[src/rtl/sd_data_pkg.sv]
// Shared definitions for the SD-host data-path controller: state encoding and default widths.
package sd_data_pkg;

    localparam int unsigned BLOCKS_W_DEF  = 8;
    localparam int unsigned TIMEOUT_W_DEF = 16;

    localparam logic [2:0] IDLE       = 3'd0;
    localparam logic [2:0] SETUP      = 3'd1;
    localparam logic [2:0] CHECK_FIFO = 3'd2;
    localparam logic [2:0] TRANSMIT   = 3'd3;
    localparam logic [2:0] ACK        = 3'd4;

    typedef enum logic [2:0] {
        ST_IDLE       = IDLE,
        ST_SETUP      = SETUP,
        ST_CHECK_FIFO = CHECK_FIFO,
        ST_TRANSMIT   = TRANSMIT,
        ST_ACK        = ACK
    } data_state_t;

endpackage

[src/rtl/sd_data_control.sv]
// SD-host data-path control FSM: latches transfer setup and sequences blocks through the physical layer.
// Build option: define DATA_CTRL_TIMEOUT_ABORT_EN to let iTimeout abort a block in TRANSMIT.
module sd_data_control
    import sd_data_pkg::*;
#(
    parameter int unsigned BLOCKS_W  = BLOCKS_W_DEF,
    parameter int unsigned TIMEOUT_W = TIMEOUT_W_DEF
) (
    input  logic                 iClock,
    input  logic                 iReset,
    input  logic                 iWriteRead,
    input  logic [BLOCKS_W-1:0]  iBlocks,
    input  logic                 iMultipleData,
    input  logic                 iTimeout_enable,
    input  logic [TIMEOUT_W-1:0] iTimeout_reg,
    input  logic                 iNewData,
    input  logic                 iSerial_ready,
    input  logic                 iTimeout,
    input  logic                 iComplete,
    input  logic                 iAck,
    input  logic                 iFIFO_ok,
    output logic                 oData_transfer_complete,
    output logic                 oSend,
    output logic                 oAck,
    output logic [BLOCKS_W-1:0]  oBlocks,
    output logic [TIMEOUT_W-1:0] oTimeout_val,
    output logic                 oWriteRead,
    output logic                 oMultipleData,
    output logic                 oIdle
);

    data_state_t         state;
    logic [BLOCKS_W-1:0] blk_cnt;
    logic [BLOCKS_W:0]   cnt_plus;

    // One extra bit so the terminal compare and saturation never see a wrapped value
    always_comb begin
        cnt_plus = {1'b0, blk_cnt} + (BLOCKS_W + 1)'(1);
    end

`ifndef DATA_CTRL_TIMEOUT_ABORT_EN
    // iTimeout has no effect in this build
    logic timeout_unused;
    assign timeout_unused = iTimeout;
`endif

    always_ff @(posedge iClock) begin
        if (iReset) begin
            state                   <= ST_IDLE;
            blk_cnt                 <= '0;
            oData_transfer_complete <= 1'b0;
            oSend                   <= 1'b0;
            oAck                    <= 1'b0;
            oBlocks                 <= '0;
            oTimeout_val            <= '0;
            oWriteRead              <= 1'b0;
            oMultipleData           <= 1'b0;
            oIdle                   <= 1'b1;
        end else begin
            oData_transfer_complete <= 1'b0;
            case (state)
                ST_IDLE: begin
                    if (iNewData) begin
                        state         <= ST_SETUP;
                        oIdle         <= 1'b0;
                        blk_cnt       <= '0;
                        oWriteRead    <= iWriteRead;
                        oMultipleData <= iMultipleData;
                        oBlocks       <= (iBlocks == '0) ? BLOCKS_W'(1) : iBlocks;
                        oTimeout_val  <= iTimeout_enable ? iTimeout_reg : '0;
                    end
                end
                ST_SETUP: begin
                    if (iSerial_ready) begin
                        state <= ST_CHECK_FIFO;
                    end
                end
                ST_CHECK_FIFO: begin
                    if (iFIFO_ok) begin
                        state <= ST_TRANSMIT;
                        oSend <= 1'b1;
                    end
                end
                ST_TRANSMIT: begin
                    // Completion takes priority over a simultaneous timeout
                    if (iComplete) begin
                        state <= ST_ACK;
                        oSend <= 1'b0;
                        oAck  <= 1'b1;
                    end
`ifdef DATA_CTRL_TIMEOUT_ABORT_EN
                    else if (iTimeout) begin
                        state                   <= ST_IDLE;
                        oSend                   <= 1'b0;
                        oIdle                   <= 1'b1;
                        oData_transfer_complete <= 1'b1;
                    end
`endif
                end
                ST_ACK: begin
                    if (iAck) begin
                        oAck    <= 1'b0;
                        blk_cnt <= cnt_plus[BLOCKS_W] ? blk_cnt : cnt_plus[BLOCKS_W-1:0];
                        if (oMultipleData && (cnt_plus < {1'b0, oBlocks})) begin
                            state <= ST_CHECK_FIFO;
                        end else begin
                            state                   <= ST_IDLE;
                            oIdle                   <= 1'b1;
                            oData_transfer_complete <= 1'b1;
                        end
                    end
                end
                default: begin
                    state <= ST_IDLE;
                    oSend <= 1'b0;
                    oAck  <= 1'b0;
                    oIdle <= 1'b1;
                end
            endcase
        end
    end

endmodule

[config.mk]
export PLATFORM = sky130hd
export DESIGN_NAME = sd_data_control
export DESIGN_NICKNAME = d
export VERILOG_FILES = /design/src/rtl/sd_data_pkg.sv /design/src/rtl/sd_data_control.sv
export SDC_FILE = /design/constraint.sdc
export NUM_CORES = 1
export LEC_CHECK = 0
export BUFFER_PORTS_ARGS = -buffer_cell sky130_fd_sc_hd__buf_2
export CAP_MARGIN = 20
export CORE_MARGIN = 4
export CORE_UTILIZATION = 54
export DETAILED_ROUTE_END_ITERATION = 10
export PLACE_DENSITY = 0.94
export RECOVER_POWER = 25
export SLEW_MARGIN = 20
export SYNTH_ARGS = -nofsm -noshare
export SYNTH_HDL_FRONTEND = slang
export SYNTH_SLANG_ARGS = --single-unit
export TNS_END_PERCENT = 10
[constraint.sdc]
create_clock -name iClock -period 5.79 [get_ports iClock]
set_input_delay 0.2895 -clock iClock [delete_from_list [all_inputs] [get_ports iClock]]
set_output_delay 0.2895 -clock iClock [all_outputs]
set_load 0.005 [all_outputs]
==> results.md, run 1 <==
- Global routing used 23.3% of the available tracks.
- During synthesis, Yosys emitted a total of 0 warnings.
- The clock tree from TritonCTS is done.
- The final-report setup violation count is 0.
- Summed over all cells, the static leakage comes to 1.00 nW.
- The final standard cell count with taps included and fillers excluded is 344.
- The number of nets still failing antenna checks after routing is 0.
- The number of antenna violations at the first check in global routing was 0.
- The TritonCTS buffer count is 5.
- The cell type group with the largest total delay on the critical path is adder cells.
- Data arrives at the worst endpoint at 2520 ps.
- The setup check on the worst reg-to-reg path leaves a slack of 3440 ps.
- The number of different library cells used by synthesis comes to 39.
- Of the post-synthesis cell area, the dominant cell type holds 41.5%.
- The total of hold buffers inserted after clock tree synthesis is 0.
- Across the VDD grid, the largest voltage drop is 0.210 mV.
- The first-pass GRT wire length is 8220 um.
- Counting cells, the worst reg-to-reg path comes to 8.
- Of all cell types, the one taking the most synthesized area is sky130_fd_sc_hd__dfxtp_1.
- The final number of hold-violating endpoints is 0.
- Entering global routing, the biggest net connects 40 pins.
- In this design, the critical path's most frequently occurring cell is sky130_fd_sc_hd__ha_1.
- The startpoint type of the worst setup path is a flop.
- The post-synthesis sequential area ratio is 41.5%.
- The number of buffers and inverters on the critical path is 0.
- In the routed design, unresolved DRC markers number 0.
- The smallest clock period supported by the final layout is computed as 2350 ps.
- The switching share of power is 28.0%.
- The startpoint of the worst-slack reg-to-reg timing path is blk_cnt[0]$_SDFFE_PP0P_.
- The first TritonRoute pass finished after 4 iterations.
- The share of the cycle needed by the critical path after routing is 40.6%.
- In this run the cell area of the synthesized design comes to 1980 um^2.
- The net switching power is 0.161 mW.
- The area growth from synthesis to layout is 18.2%.
- Clock-pin slew was measured on the worst setup and hold paths at 80 ps.
- The synthesized flop and latch total is 41.
- By area the synthesized netlist is led by sky130_fd_sc_hd__dfxtp_1, sky130_fd_sc_hd__a21oi_1, sky130_fd_sc_hd__nand3_1.
- The critical path capture point type is a flop.
- The effective utilization at floorplan is 57.4%.
- The clock latency on the worst-skew pair is 300 ps.
- The count of vias placed by the detailed router is 1,957.
- The overflow left after global routing is 0.
- Using the TritonRoute via totals, the vias-per-cell ratio works out to 5.69.
- The via count of the first global-routing pass is 1,890.
- Setup repair after global routing left no endpoint under its margin.
- The number of antenna repair diodes is 0.
- The tree built by TritonCTS fans out to 41 sinks.
- Synthesis produced a netlist with a net count of 287.
- The HPWL after detailed placement is 3440 um.
- The kind of path behind the tightest hold check is primary input to flop.
- The mean instance size in the synthesized netlist is 8.10 um^2.
- The worst setup path is of the flop to flop kind.
- Combinational logic burns 14.4% of the power.
- Sequential cells account for 53.3% of the total power.
- In this run the tool buffered the top-level ports with 63 buffer cells.
- The net count of the finished layout is 340.
- The maximum root-to-sink buffer count is 2.
- Of the cells placed in the final design, the portion with a size suffix greater than 1 is 22.8%.
- Row generation in the floorplan step produced 21 rows.
- The run finished with clean final reports.
- The worst-case hold path end point is oMultipleData$_SDFFE_PP0P_.
- The highest net fanout along the worst path is 7.
- The internal power of the cells totals 0.412 mW.
- The clock arrives with 4.70 ps of skew.
- The I/O pin total is 65.
- After technology mapping, the gate count stands at 244.
- In this run, synthesis inferred 0 flip-flops with an integrated enable.
- The count of max-cap constraint violations is 0.
- The slew of the pin with the lowest slew margin is 926 ps.
- The commonest register cell after synthesis is sky130_fd_sc_hd__dfxtp_1.
- The maximum single-stage delay on the critical path is 460 ps.
- Measured along the y axis, the die boundary spans 68.5 um.
- The share of total power dissipated in the clock network is 32.3%.
- The instance count along the most critical hold path is 3.
- The async set or reset register ratio after synthesis is 0%.
- The signal on the critical path passes through ha_1 > nand3_1 > xnor2_1 > ha_1 > a21o_1 > a22oi_1 > and4b_1 > a32oi_1.
- Data on the critical path is required at its endpoint by 5960 ps.
- The peak clock frequency supported by timing is 425 MHz.
- The final-layout setup total negative slack is 0 ps.
- After the first detailed-routing iteration, the DRC count stood at 99.
- The count of placed standard cells including taps is 336.
- The final weighted congestion in routability-driven placement is 0.874.
- In this run the standard cell core region covers 3440 um^2.
- CTS built an H-tree with a depth of 2.
- From left edge to right edge, the die measures 68.5 um.
- In this run the power density over the cells is 245 nW/um^2.
- Once the clock tree was built, the resizer swapped 0 gates to a different size.
- The die covers 4690 um^2.
- The count of buffers added by post-CTS timing repair for setup is 0.
- In this run the most critical hold path is launched from iMultipleData.
- The root cell of the clock tree is sky130_fd_sc_hd__clkbuf_8.
- The number of max-slew violations in the final report is 0.
- After detailed routing, the average wire length per cell comes to 14.4 um.
- The slowest stage cell on the critical path is sky130_fd_sc_hd__dfxtp_1.
- The worst reg2reg path endpoint is oIdle$_SDFFE_PP1P_.
- The remaining max-slew budget at the tightest pin is 38.3%.
- The aggregate routed wire length is 4970 um.
## flip-flops by register name, summed over array words and instances (netlist names)
signal,count
oData_transfer_complete,1
blk_cnt,8
oBlocks,8
oMultipleData,1
oIdle,1
oSend,1
oWriteRead,1
oTimeout_val,16
oAck,1
state,3
## through the flow
step	cell area, um^2	power (mW)	utilization (%)	hold WS (ps)	setup WS (ps)
floorplan	1980	0.362	-	425	3790
global placement	2260	0.391	65.6	434	3610
detailed placement	2260	0.394	65.6	442	3520
CTS	2350	0.574	68.2	228	3460
global route	2340	0.598	67.9	232	3300
finish	2340	0.573	67.9	233	3440
## placed cells by master (no fill, tap or decap), drive strengths merged, types with 2 or more instances in the layout
cell,synthesis,final
and3,3,3
a41o,2,2
a21o,3,3
a21oi,40,40
inv,10,10
o21ai,3,3
nand2,39,39
ha,8,8
a31oi,3,3
a21boi,3,3
nor3,4,4
nor2,8,8
nor4,3,3
nand3,30,30
clkinv,0,2
xor2,2,2
xnor2,4,4
nand4,2,2
and4,2,2
buf,12,56
or3,2,2
clkbuf,6,13
dfxtp,41,41
## logic make-up after synthesis
family / after synthesis / synth area share, %
simple gates: 97 / 24.4
compound gates: 63 / 19.1
flops: 41 / 41.5
buf+inv: 28 / 6.78
fa+ha+maj: 8 / 5.07
xor+xnor: 6 / 2.66
mux: 1 / 0.507
## area by class of cell
cell class,count,area [um^2]
Clock buffer,5,68.8
Clock inverter,3,17.5
Fill cell,288,1110
Inverter,10,37.5
Multi-Input combinational cell,175,1020
Sequential cell,41,821
Tap cell,46,57.6
Timing Repair Buffer,64,313
## worst max path at each step
| stage | startpoint | end | slack, ps | depth (start not counted) |
|---|---|---|---|---|
| finish | blk_cnt[0]$_SDFFE_PP0P_ | oIdle$_SDFFE_PP1P_ | 3440 | 8 |
| global route | blk_cnt[0]$_SDFFE_PP0P_ | oIdle$_SDFFE_PP1P_ | 3300 | 8 |
| CTS | blk_cnt[0]$_SDFFE_PP0P_ | oIdle$_SDFFE_PP1P_ | 3460 | 8 |
| detailed placement | blk_cnt[2]$_SDFFE_PP0P_ | oIdle$_SDFFE_PP1P_ | 3520 | 8 |
| global placement | blk_cnt[2]$_SDFFE_PP0P_ | oData_transfer_complete$_SDFF_PP0_ | 3610 | 8 |
| floorplan | blk_cnt[2]$_SDFFE_PP0P_ | oIdle$_SDFFE_PP1P_ | 3790 | 9 |
## worst min-delay path, cell delays in order
cell and delay [ps]:
sky130_fd_sc_hd__buf_2 100, sky130_fd_sc_hd__nand2_1 50, sky130_fd_sc_hd__a21oi_1 50
## cells in the mapped netlist, types with 4 or more instances
master and number:
sky130_fd_sc_hd__dfxtp_1 41, sky130_fd_sc_hd__a21oi_1 40, sky130_fd_sc_hd__nand2_1 39, sky130_fd_sc_hd__nand3_1 30
sky130_fd_sc_hd__inv_1 10, sky130_fd_sc_hd__ha_1 8, sky130_fd_sc_hd__nor2_1 8, sky130_fd_sc_hd__clkbuf_1 6
sky130_fd_sc_hd__buf_2 5, sky130_fd_sc_hd__nor3_1 4, sky130_fd_sc_hd__xnor2_1 4
## per-layer routing
metal / share of wire (%) / GRT usage, % / vias up
li1: - / - / 963
met1: 41 / 27.4 / 909
met2: 48 / 38.1 / 75
met3: 8.3 / 8.37 / 10
met4: 2.0 / 9.68 / 0
met5: 0 / 0 / -
## power groups by stage
stage	Clock [mW]	Sequential, mW	Combinational [mW]
floorplan	0	0.310	0.0521
global placement	0	0.311	0.0797
detailed placement	0	0.312	0.0822
CTS	0.185	0.305	0.0831
global route	0.198	0.308	0.0924
finish	0.185	0.306	0.0824
(Power assumes the default switching activity.)
==> run 2, diff against run 1 <==
--- a/config.mk
+++ b/config.mk
@@ -5,12 +5,13 @@
 export SDC_FILE = /design/constraint.sdc
 export NUM_CORES = 1
 export LEC_CHECK = 0
+export ABC_AREA = 1
 export BUFFER_PORTS_ARGS = -buffer_cell sky130_fd_sc_hd__buf_2
 export CAP_MARGIN = 20
 export CORE_MARGIN = 4
-export CORE_UTILIZATION = 54
+export CORE_UTILIZATION = 50
 export DETAILED_ROUTE_END_ITERATION = 10
-export PLACE_DENSITY = 0.94
+export PLACE_DENSITY = 0.89
 export RECOVER_POWER = 25
 export SLEW_MARGIN = 20
 export SYNTH_ARGS = -nofsm -noshare
==> constraint.sdc (replaced) <==
create_clock -name iClock -period 2.18 [get_ports iClock]
set_input_delay 0.109 -clock iClock [delete_from_list [all_inputs] [get_ports iClock]]
set_output_delay 0.109 -clock iClock [all_outputs]
set_load 0.005 [all_outputs]
==> run 2 against run 1 <==
Largest power group is now combinational cells. Clock-buffer cell count unchanged. Global-route usage shrank 2.7 points. Critical path depth rose by 6. Flip-flop and latch count did not move. Power grew to 4.7 times the previous value. Final cell count up 12%. Maximum frequency grew 3.6%. Clock power rose to 3.9 times the previous value. The flow now finishes with violations (negative setup slack). Sequential share of layout area decreased by 4.6 points. Final area rose by 17%. Via count up 8.6%. First-iteration DRC count shrank 9.1%.
==> results.md, run 2 <==
- The run finished, with violations left.
- The final reports fail on negative setup slack.
- The required time of the worst setup path was 2420 ps (-3540 ps).
- The top-area cell type share of the netlist area was 39.9% (-1.6 points).
- The post-synthesis sequential area ratio was 39.9% (-1.6 points).
- The aggregate routed wire length is 5530 um (+11%).
- The clock latency on the worst-skew pair is 310 ps (about the same).
- The count of vias placed by the detailed router came to 2,126 (+8.6%).
- The port buffer count is 63 (unchanged).
- Leaving out fill and tap cells, the most frequent cell in the layout is sky130_fd_sc_hd__buf_2.
- The overflow left after global routing came to 0 (unchanged).
- The cell count after synthesis is 263 (+7.8%).
- The via count of the first global-routing pass is 2,049 (+8.4%).
- The commonest cells after synthesis are sky130_fd_sc_hd__nand2_1, sky130_fd_sc_hd__dfxtp_1, sky130_fd_sc_hd__a21oi_1, sky130_fd_sc_hd__inv_1, sky130_fd_sc_hd__nand4_1.
- The footprint of the multi-input gates was 1180 um^2 (+16%).
- Leaving out fill and tap cells, the most frequent cells in the layout are sky130_fd_sc_hd__buf_2, sky130_fd_sc_hd__nand2_1, sky130_fd_sc_hd__dfxtp_1.
- The largest registers in the layout are oTimeout_val: 16 flops, blk_cnt: 8 flops, oBlocks: 8 flops.
- The biggest area contributor in the post-synthesis netlist is sky130_fd_sc_hd__dfxtp_1.
- The share of the cycle needed by the critical path after routing was 104% (+64 points).
- The number of antenna violations at the first check in global routing came to 0 (unchanged).
- The slack of the worst reg-to-reg path came to -90 ps (-3530 ps).
- The area growth from synthesis to layout is 32.4%.
- The number of remaining DRC errors came to 0 (unchanged).
- The total half-perimeter wirelength after legalization and detailed placement is 3820 um (+11%).
- The layout cell share with drive strength beyond 1 was 39.8% (+17 points).
- The startpoint of the worst-slack reg-to-reg timing path is blk_cnt[1]$_SDFFE_PP0P_.
- The global router's overall resource usage is 20.7% (-2.7 points).
- The length of the first detailed-routing pass in iterations is 4 (unchanged).
- The routed length per placed instance came to 14.4 um (-0.23%).
- The count of placed standard cells including taps is 372 (+11%).
- The remaining max-slew budget at the tightest pin is 67.7% (+29 points).
- The number of flip-flops in the largest register was 16 (unchanged).
- The root cell of the clock tree is sky130_fd_sc_hd__clkbuf_8.
- The total of hold buffers inserted after clock tree synthesis was 0 (unchanged).
- The clock transition time at the flip-flop clock pins of the worst setup and hold paths is 80 ps (about the same).
- The kind of path behind the tightest hold check is primary input to flop.
- The post-route worst setup slack is -90.4 ps (-3530 ps).
- The total power draw is 2.69 mW (+370%).
- The reported leakage power is 1.25 nW (+25%).
- The area of the core is 4000 um^2 (+16%).
- The mean instance size in the synthesized netlist was 7.82 um^2 (-3.5%).
- The maximum vdd drop came to 0.935 mV (+340%).
- TritonCTS built the clock tree.
- The peak clock frequency supported by timing is 440 MHz (+3.6%).
- The number of design-rule violations left by the first detailed-router iteration was 90 (-9.1%).
- The critical path capture point type is a flop.
- After synthesis, the cell types taking the most area are sky130_fd_sc_hd__dfxtp_1, sky130_fd_sc_hd__nand2_1, sky130_fd_sc_hd__a21oi_1.
- The register bank with the most flops is oTimeout_val.
- The register area is 832 um^2 (+1.4%).
- The net count after synthesis is 306 (+6.6%).
- The number of rows created at floorplan is 23 (+9.5%).
- The total power density per cell area is 988 nW/um^2 (+300%).
- The effective utilization at floorplan was 51.4% (-6.0 points).
- The beginning of the worst hold path is iTimeout_reg[15].
- The number of max-slew violations in the final report was 0 (unchanged).
- The number of antenna repair diodes came to 0 (unchanged).
- The class of the most critical setup path is flop to flop.
- The final number of hold-violating endpoints is 0 (unchanged).
- The highest net fanout along the worst path was 3 (-4).
- The maximum level of the CTS H-tree is 2 (unchanged).
- The total die area came to 5200 um^2 (+11%).
- The layout filler cell count is 317 (+10%).
- The die width was 72.1 um (+5.3%).
- The pin count of the biggest net entering global routing was 32 (-20%).
- The number of enable flip-flop cells after synthesis was 0 (unchanged).
- The number of nets in the layout is 376 (+11%).
- Setup repair after global routing could not meet its margin everywhere.
- The vias per cell is 5.54 (-2.7%).
- The commonest register cell after synthesis is sky130_fd_sc_hd__dfxtp_1.
- The final-report setup violation count is 3 (+3).
- The final standard cell count with taps included and fillers excluded is 384 (+12%).
- The vertical die dimension is 72.1 um (+5.3%).
- The number of nets still failing antenna checks after routing is 0 (unchanged).
- STA classifies the critical path startpoint as a flop.
- The first-pass GRT wire length is 8580 um (+4.5%).
- The most common cell in the synthesized netlist is sky130_fd_sc_hd__nand2_1.
- The number of warnings printed during yosys synthesis is 0 (unchanged).
- The I/O pin total was 65 (unchanged).
- The minimum period implied by the final worst setup slack was 2270 ps (-82.8 ps).
- The data arrival time of the critical path is 2510 ps (about the same).
- The post-synth design cell area is 2060 um^2 (+4.1%).
- The slew of the pin with the lowest slew margin is 479 ps (-446 ps).
- The TritonCTS buffer count is 5 (unchanged).
- The async set or reset register ratio after synthesis came to 0% (unchanged).
- The post-route clock skew is 7.95 ps (+3.25 ps).
- The unique cell type count in the Yosys netlist is 34 (-13%).
- The number of sinks driven by the clock tree was 41 (unchanged).
- The count of max-cap constraint violations was 0 (unchanged).
- The maximum root-to-sink buffer count was 2 (unchanged).
- The source of the critical timing path is blk_cnt[1]$_SDFFE_PP0P_.
- The final weighted congestion in routability-driven placement is 0.819 (-6.3%).
- The synthesized flop and latch total came to 41 (unchanged).
[run 2: critical path, cell delays in order (launching register included)]
cell and delay, ps:
sky130_fd_sc_hd__dfxtp_4 380, sky130_fd_sc_hd__ha_4 150, sky130_fd_sc_hd__nand2_4 50, sky130_fd_sc_hd__nor2_4 130
sky130_fd_sc_hd__nand3_2 110, sky130_fd_sc_hd__xnor2_2 170, sky130_fd_sc_hd__ha_1 350, sky130_fd_sc_hd__a21o_1 220
sky130_fd_sc_hd__nand3_2 80, sky130_fd_sc_hd__nand2_2 60, sky130_fd_sc_hd__nor2_4 120, sky130_fd_sc_hd__nand4_4 100
sky130_fd_sc_hd__nand2_1 90, sky130_fd_sc_hd__nand2_1 60, sky130_fd_sc_hd__a21oi_2 130
[run 2: metal layers]
metal	track usage, %	part of all wire, %
met1	22.1	39
met2	35.4	52
met3	7.20	6.6
met5	0	0
met4	11.3	2.3
[run 2: cell type report]
cell class / count / share of cell area, %
sequential: 41 / 30.6
clock buffer: 5 / 2.53
inverter: 25 / 3.63
timing repair buffer: 75 / 15.1
clock inverter: 3 / 2.39
multi-input combinational: 185 / 43.5
tap: 50 / 2.30
[run 2: report_power, final]
group	switching [mW]	internal, mW	total [mW]
Sequential	0.0768	0.869	0.946
Combinational	0.637	0.376	1.01
Clock	0.275	0.455	0.730
Total	0.989	1.70	2.69
[run 2: timing repair]
action,in CTS,in global routing
gates cloned,0,0
setup endpoints to repair,2,3
setup buffers,1,3
pin swaps,1,11
gates resized for setup,7,17
[run 2: cell families (layout without fill, tap and decap cells)]
group           count (synthesis)  count (layout)  synth area share [%]
compound gates                 54              54                  15.5
xor+xnor                        4               4                  1.70
fa+ha+maj                       8               8                  4.87
buf+inv                        37             108                  7.30
flops                          41              41                  39.9
simple gates                  119             119                  30.7
[run 2: path summary, 6_finish.rpt]
path / endpoint / cells after the start
hold / removal: oTimeout_val[15]$_SDFFE_PP0P_ / 3
setup / recovery: state[1]$_SDFFE_PP0P_ / 14
hold reg to reg: oWriteRead$_SDFFE_PP0P_ / 2
setup reg to reg: state[1]$_SDFFE_PP0P_ / 14
[run 2: metrics by stage]
stage                     worst slack (ps)  hold slack (ps)  instance area [um^2]  util (%)  TNS (ps)
after floorplan                       63.6              248                  2060         -         0
after global placement                23.2              362                  2450      61.4         0
after detailed placement             -60.5              387                  2450      61.4     -87.7
after CTS                             2.01             68.5                  2630      65.6         0
after global routing                  -181             75.5                  2720      68.1      -404
final                                -90.4             63.7                  2720      68.1      -118
==> run 3, diff against run 2 <==
--- a/config.mk
+++ b/config.mk
@@ -9,9 +9,9 @@
 export BUFFER_PORTS_ARGS = -buffer_cell sky130_fd_sc_hd__buf_2
 export CAP_MARGIN = 20
 export CORE_MARGIN = 4
-export CORE_UTILIZATION = 50
+export CORE_UTILIZATION = 46
 export DETAILED_ROUTE_END_ITERATION = 10
-export PLACE_DENSITY = 0.89
+export PLACE_DENSITY = 0.86
 export RECOVER_POWER = 25
 export SLEW_MARGIN = 20
 export SYNTH_ARGS = -nofsm -noshare
==> constraint.sdc (replaced) <==
create_clock -name iClock -period 1.95 [get_ports iClock]
set_input_delay 0.0975 -clock iClock [delete_from_list [all_inputs] [get_ports iClock]]
set_output_delay 0.0975 -clock iClock [all_outputs]
set_load 0.005 [all_outputs]
==> run 3 against run 2 <==
The flow still finishes with violations (negative setup slack). Global-route usage is 0.27 points lower. Combinational power rose by 11%. Core utilization down 6.3 points. Critical path type unchanged. Critical endpoint unchanged. Largest cell class unchanged.
==> results.md, run 3 (synthesized netlist as in run 2, its figures left out) <==
- The run finished, with violations left.
- The checks that failed: negative setup slack.
- The total of hold buffers inserted after clock tree synthesis came to 0 (unchanged).
- The number of sinks driven by the clock tree came to 41 (unchanged).
- The number of cells on the worst reg-to-reg path is 14 (unchanged).
- The clock latency on the worst-skew pair is 300 ps (about the same).
- The first-pass GRT wire length came to 8840 um (+3.0%).
- The total power draw is 2.89 mW (+7.3%).
- The number of antenna repair diodes is 0 (unchanged).
- The effective utilization at floorplan was 47.2% (-4.2 points).
- The share of the cycle needed by the critical path after routing was 111% (+6.9 points).
- The source of the critical timing path is blk_cnt[0]$_SDFFE_PP0P_.
- The most common cell after layout, fill and taps aside is sky130_fd_sc_hd__buf_2.
- The vertical die dimension is 74.9 um (+3.8%).
- The highest net fanout along the worst path is 4 (+1).
- The TritonCTS buffer count came to 5 (unchanged).
- The number of antenna violations at the first check in global routing is 0 (unchanged).
- The data arrival time of the critical path was 2410 ps (-100 ps).
- The number of nets in the layout is 380 (+1.1%).
- The met1 routed wirelength after detailed routing is 2260 um (+4.0%).
- The aggregate routed wire length is 5480 um (-0.94%).
- The length of the first detailed-routing pass in iterations came to 5 (+1).
- The layout filler cell count came to 377 (+19%).
- The total die area came to 5600 um^2 (+7.7%).
- The total power density per cell area is 1070 nW/um^2 (+8.7%).
- The global router's overall resource usage came to 20.4% (-0.27 points).
- The startpoint of the worst-slack reg-to-reg timing path is blk_cnt[0]$_SDFFE_PP0P_.
- The pin count of the biggest net entering global routing is 24 (-25%).
- The area of the core is 4350 um^2 (+8.9%).
- The number of flip-flops in the largest register is 16 (unchanged).
- The remaining max-slew budget at the tightest pin was 75.2% (+7.5 points).
- The die width was 74.9 um (+3.8%).
- The startpoint type of the worst setup path is a flop.
- Setup repair after global routing could not meet its margin everywhere.
- The post-route clock skew is 5.36 ps (-2.59 ps).
- The worst setup path is captured at a flop.
- The maximum root-to-sink buffer count is 2 (unchanged).
- The cell area after layout is 2690 um^2 (-1.3%).
- The min-delay analysis places its worst path in the category primary input to flop.
- The met2 layer wire length in the routed design is 2660 um (-7.1%).
- The I/O pin total was 65 (unchanged).
- The final weighted congestion in routability-driven placement was 0.864 (+5.5%).
- The area growth from synthesis to layout is 30.7%.
- The post-place instance area is 2500 um^2 (+1.7%).
- The count of max-cap constraint violations is 0 (unchanged).
- The minimum period implied by the final worst setup slack is 2170 ps (-105 ps).
- The register with the most flip-flops in the final layout is oTimeout_val.
- The slack of the worst reg-to-reg path came to -220 ps (-130 ps).
- The highest layer used for signal routing is met4.
- The largest registers in the layout are oTimeout_val: 16 flops, blk_cnt: 8 flops, oBlocks: 8 flops.
- The vias per cell came to 5.34 (-3.5%).
- The number of nets still failing antenna checks after routing is 0 (unchanged).
- The routed length per placed instance came to 14.1 um (-2.5%).
- The required time of the worst setup path is 2200 ps (-220 ps).
- The via count of the first global-routing pass is 1,988 (-3.0%).
- The worst setup path is of the flop to flop kind.
- The count of vias placed by the detailed router is 2,084 (-2.0%).
- The clock tree from TritonCTS is done.
- The reported leakage power is 1.27 nW (+1.3%).
- The peak clock frequency supported by timing is 462 MHz (+4.8%).
- Leaving out fill and tap cells, the most frequent cells in the layout are sky130_fd_sc_hd__buf_2, sky130_fd_sc_hd__nand2_1, sky130_fd_sc_hd__dfxtp_1.
- The maximum level of the CTS H-tree is 2 (unchanged).
- The total length of routed met3 wires is 494 um (+35%).
- The number of design-rule violations left by the first detailed-router iteration is 90 (unchanged).
- The end of the critical path is state[1]$_SDFFE_PP0P_.
- The root cell of the clock tree is sky130_fd_sc_hd__clkbuf_8.
- The final number of hold-violating endpoints is 0 (unchanged).
- The final-report setup violation count is 3 (unchanged).
- The port buffer count is 63 (unchanged).
- The maximum vdd drop came to 0.574 mV (-39%).
- The clock transition time at the flip-flop clock pins of the worst setup and hold paths is 90 ps (about the same).
- The final-layout setup total negative slack is -568 ps (-451 ps).
- The worst reg2reg path endpoint is state[1]$_SDFFE_PP0P_.
- The number of max-slew violations in the final report came to 0 (unchanged).
- The slew of the pin with the lowest slew margin is 371 ps (-108 ps).
- The overflow left after global routing is 0 (unchanged).
- The number of remaining DRC errors came to 0 (unchanged).
- The layout cell share with drive strength beyond 1 is 38.8% (-1.1 points).
- The post-route worst setup slack is -215 ps (-125 ps).
- The number of rows created at floorplan was 24 (+4.3%).
- The total half-perimeter wirelength after legalization and detailed placement is 3900 um (+2.2%).
[run 3: where the power goes]
part / total [mW] / leakage [nW] / switching, mW / internal, mW
combinational: 1.12 / 0.876 / 0.706 / 0.414
clock: 0.707 / 0.0543 / 0.324 / 0.383
sequential: 1.06 / 0.337 / 0.0856 / 0.973
[run 3: layout make-up]
| class | instances | area, um^2 | area share [%] |
|---|---|---|---|
| clock buffer | 5 | 68.8 | 2.56 |
| clock inverter | 3 | 46.3 | 1.72 |
| inverter | 25 | 98.8 | 3.68 |
| multi-input combinational | 185 | 1150 | 42.9 |
| sequential | 41 | 830 | 30.9 |
| tap | 52 | 65.1 | 2.42 |
| timing repair buffer | 79 | 427 | 15.9 |
[run 3: critical path: stages, from the launching register on]
cell	delay, ps
sky130_fd_sc_hd__dfxtp_4	380
sky130_fd_sc_hd__ha_4	150
sky130_fd_sc_hd__nand2_4	50
sky130_fd_sc_hd__nor2_4	160
sky130_fd_sc_hd__nand3_2	110
sky130_fd_sc_hd__xnor2_2	170
sky130_fd_sc_hd__ha_1	310
sky130_fd_sc_hd__a21o_1	170
sky130_fd_sc_hd__nand3_1	70
sky130_fd_sc_hd__nand2_1	60
sky130_fd_sc_hd__nor2_2	120
sky130_fd_sc_hd__nand4_2	120
sky130_fd_sc_hd__nand2_1	80
sky130_fd_sc_hd__nand2_1	60
sky130_fd_sc_hd__a21oi_2	110
[run 3: how the worst min path moves through the flow]
stage / from / to / depth (start not counted)
2_1_floorplan: iAck / oData_transfer_complete$_SDFF_PP0_ / 2
3_3_place_gp: iWriteRead / oWriteRead$_SDFFE_PP0P_ / 3
3_5_place_dp: iTimeout_reg[15] / oTimeout_val[15]$_SDFFE_PP0P_ / 3
4_1_cts: iTimeout_reg[15] / oTimeout_val[15]$_SDFFE_PP0P_ / 3
5_1_grt: iTimeout_reg[4] / oTimeout_val[4]$_SDFFE_PP0P_ / 3
6_report: iTimeout_reg[15] / oTimeout_val[15]$_SDFFE_PP0P_ / 3
[run 3: routing by layer]
metal  GRT usage, %  vias up
li1               -     1030
met1           25.1      961
met2           33.8       85
met3           6.28        8
met4           6.72        0
met5              0        -
[run 3: through the flow]
| stage | hold WS (ps) | utilization, % | setup slack [ps] | instances |
|---|---|---|---|---|
| after CTS | 49.0 | 61.3 | -165 | 389 |
| after global placement | 370 | 57.4 | -187 | 377 |
| after global routing | 58.3 | 61.7 | -368 | 390 |
| after detailed placement | 377 | 57.4 | -237 | 377 |
| after floorplan | 237 | - | -62.3 | 263 |
| final | 52.8 | 61.7 | -215 | 390 |
[run 3: timing repair]
item | in CTS | in global routing
pin swaps | 7 | 5
buffers inserted | 4 | 1
setup endpoints to repair | 3 | 3
gates resized for setup | 7 | 4
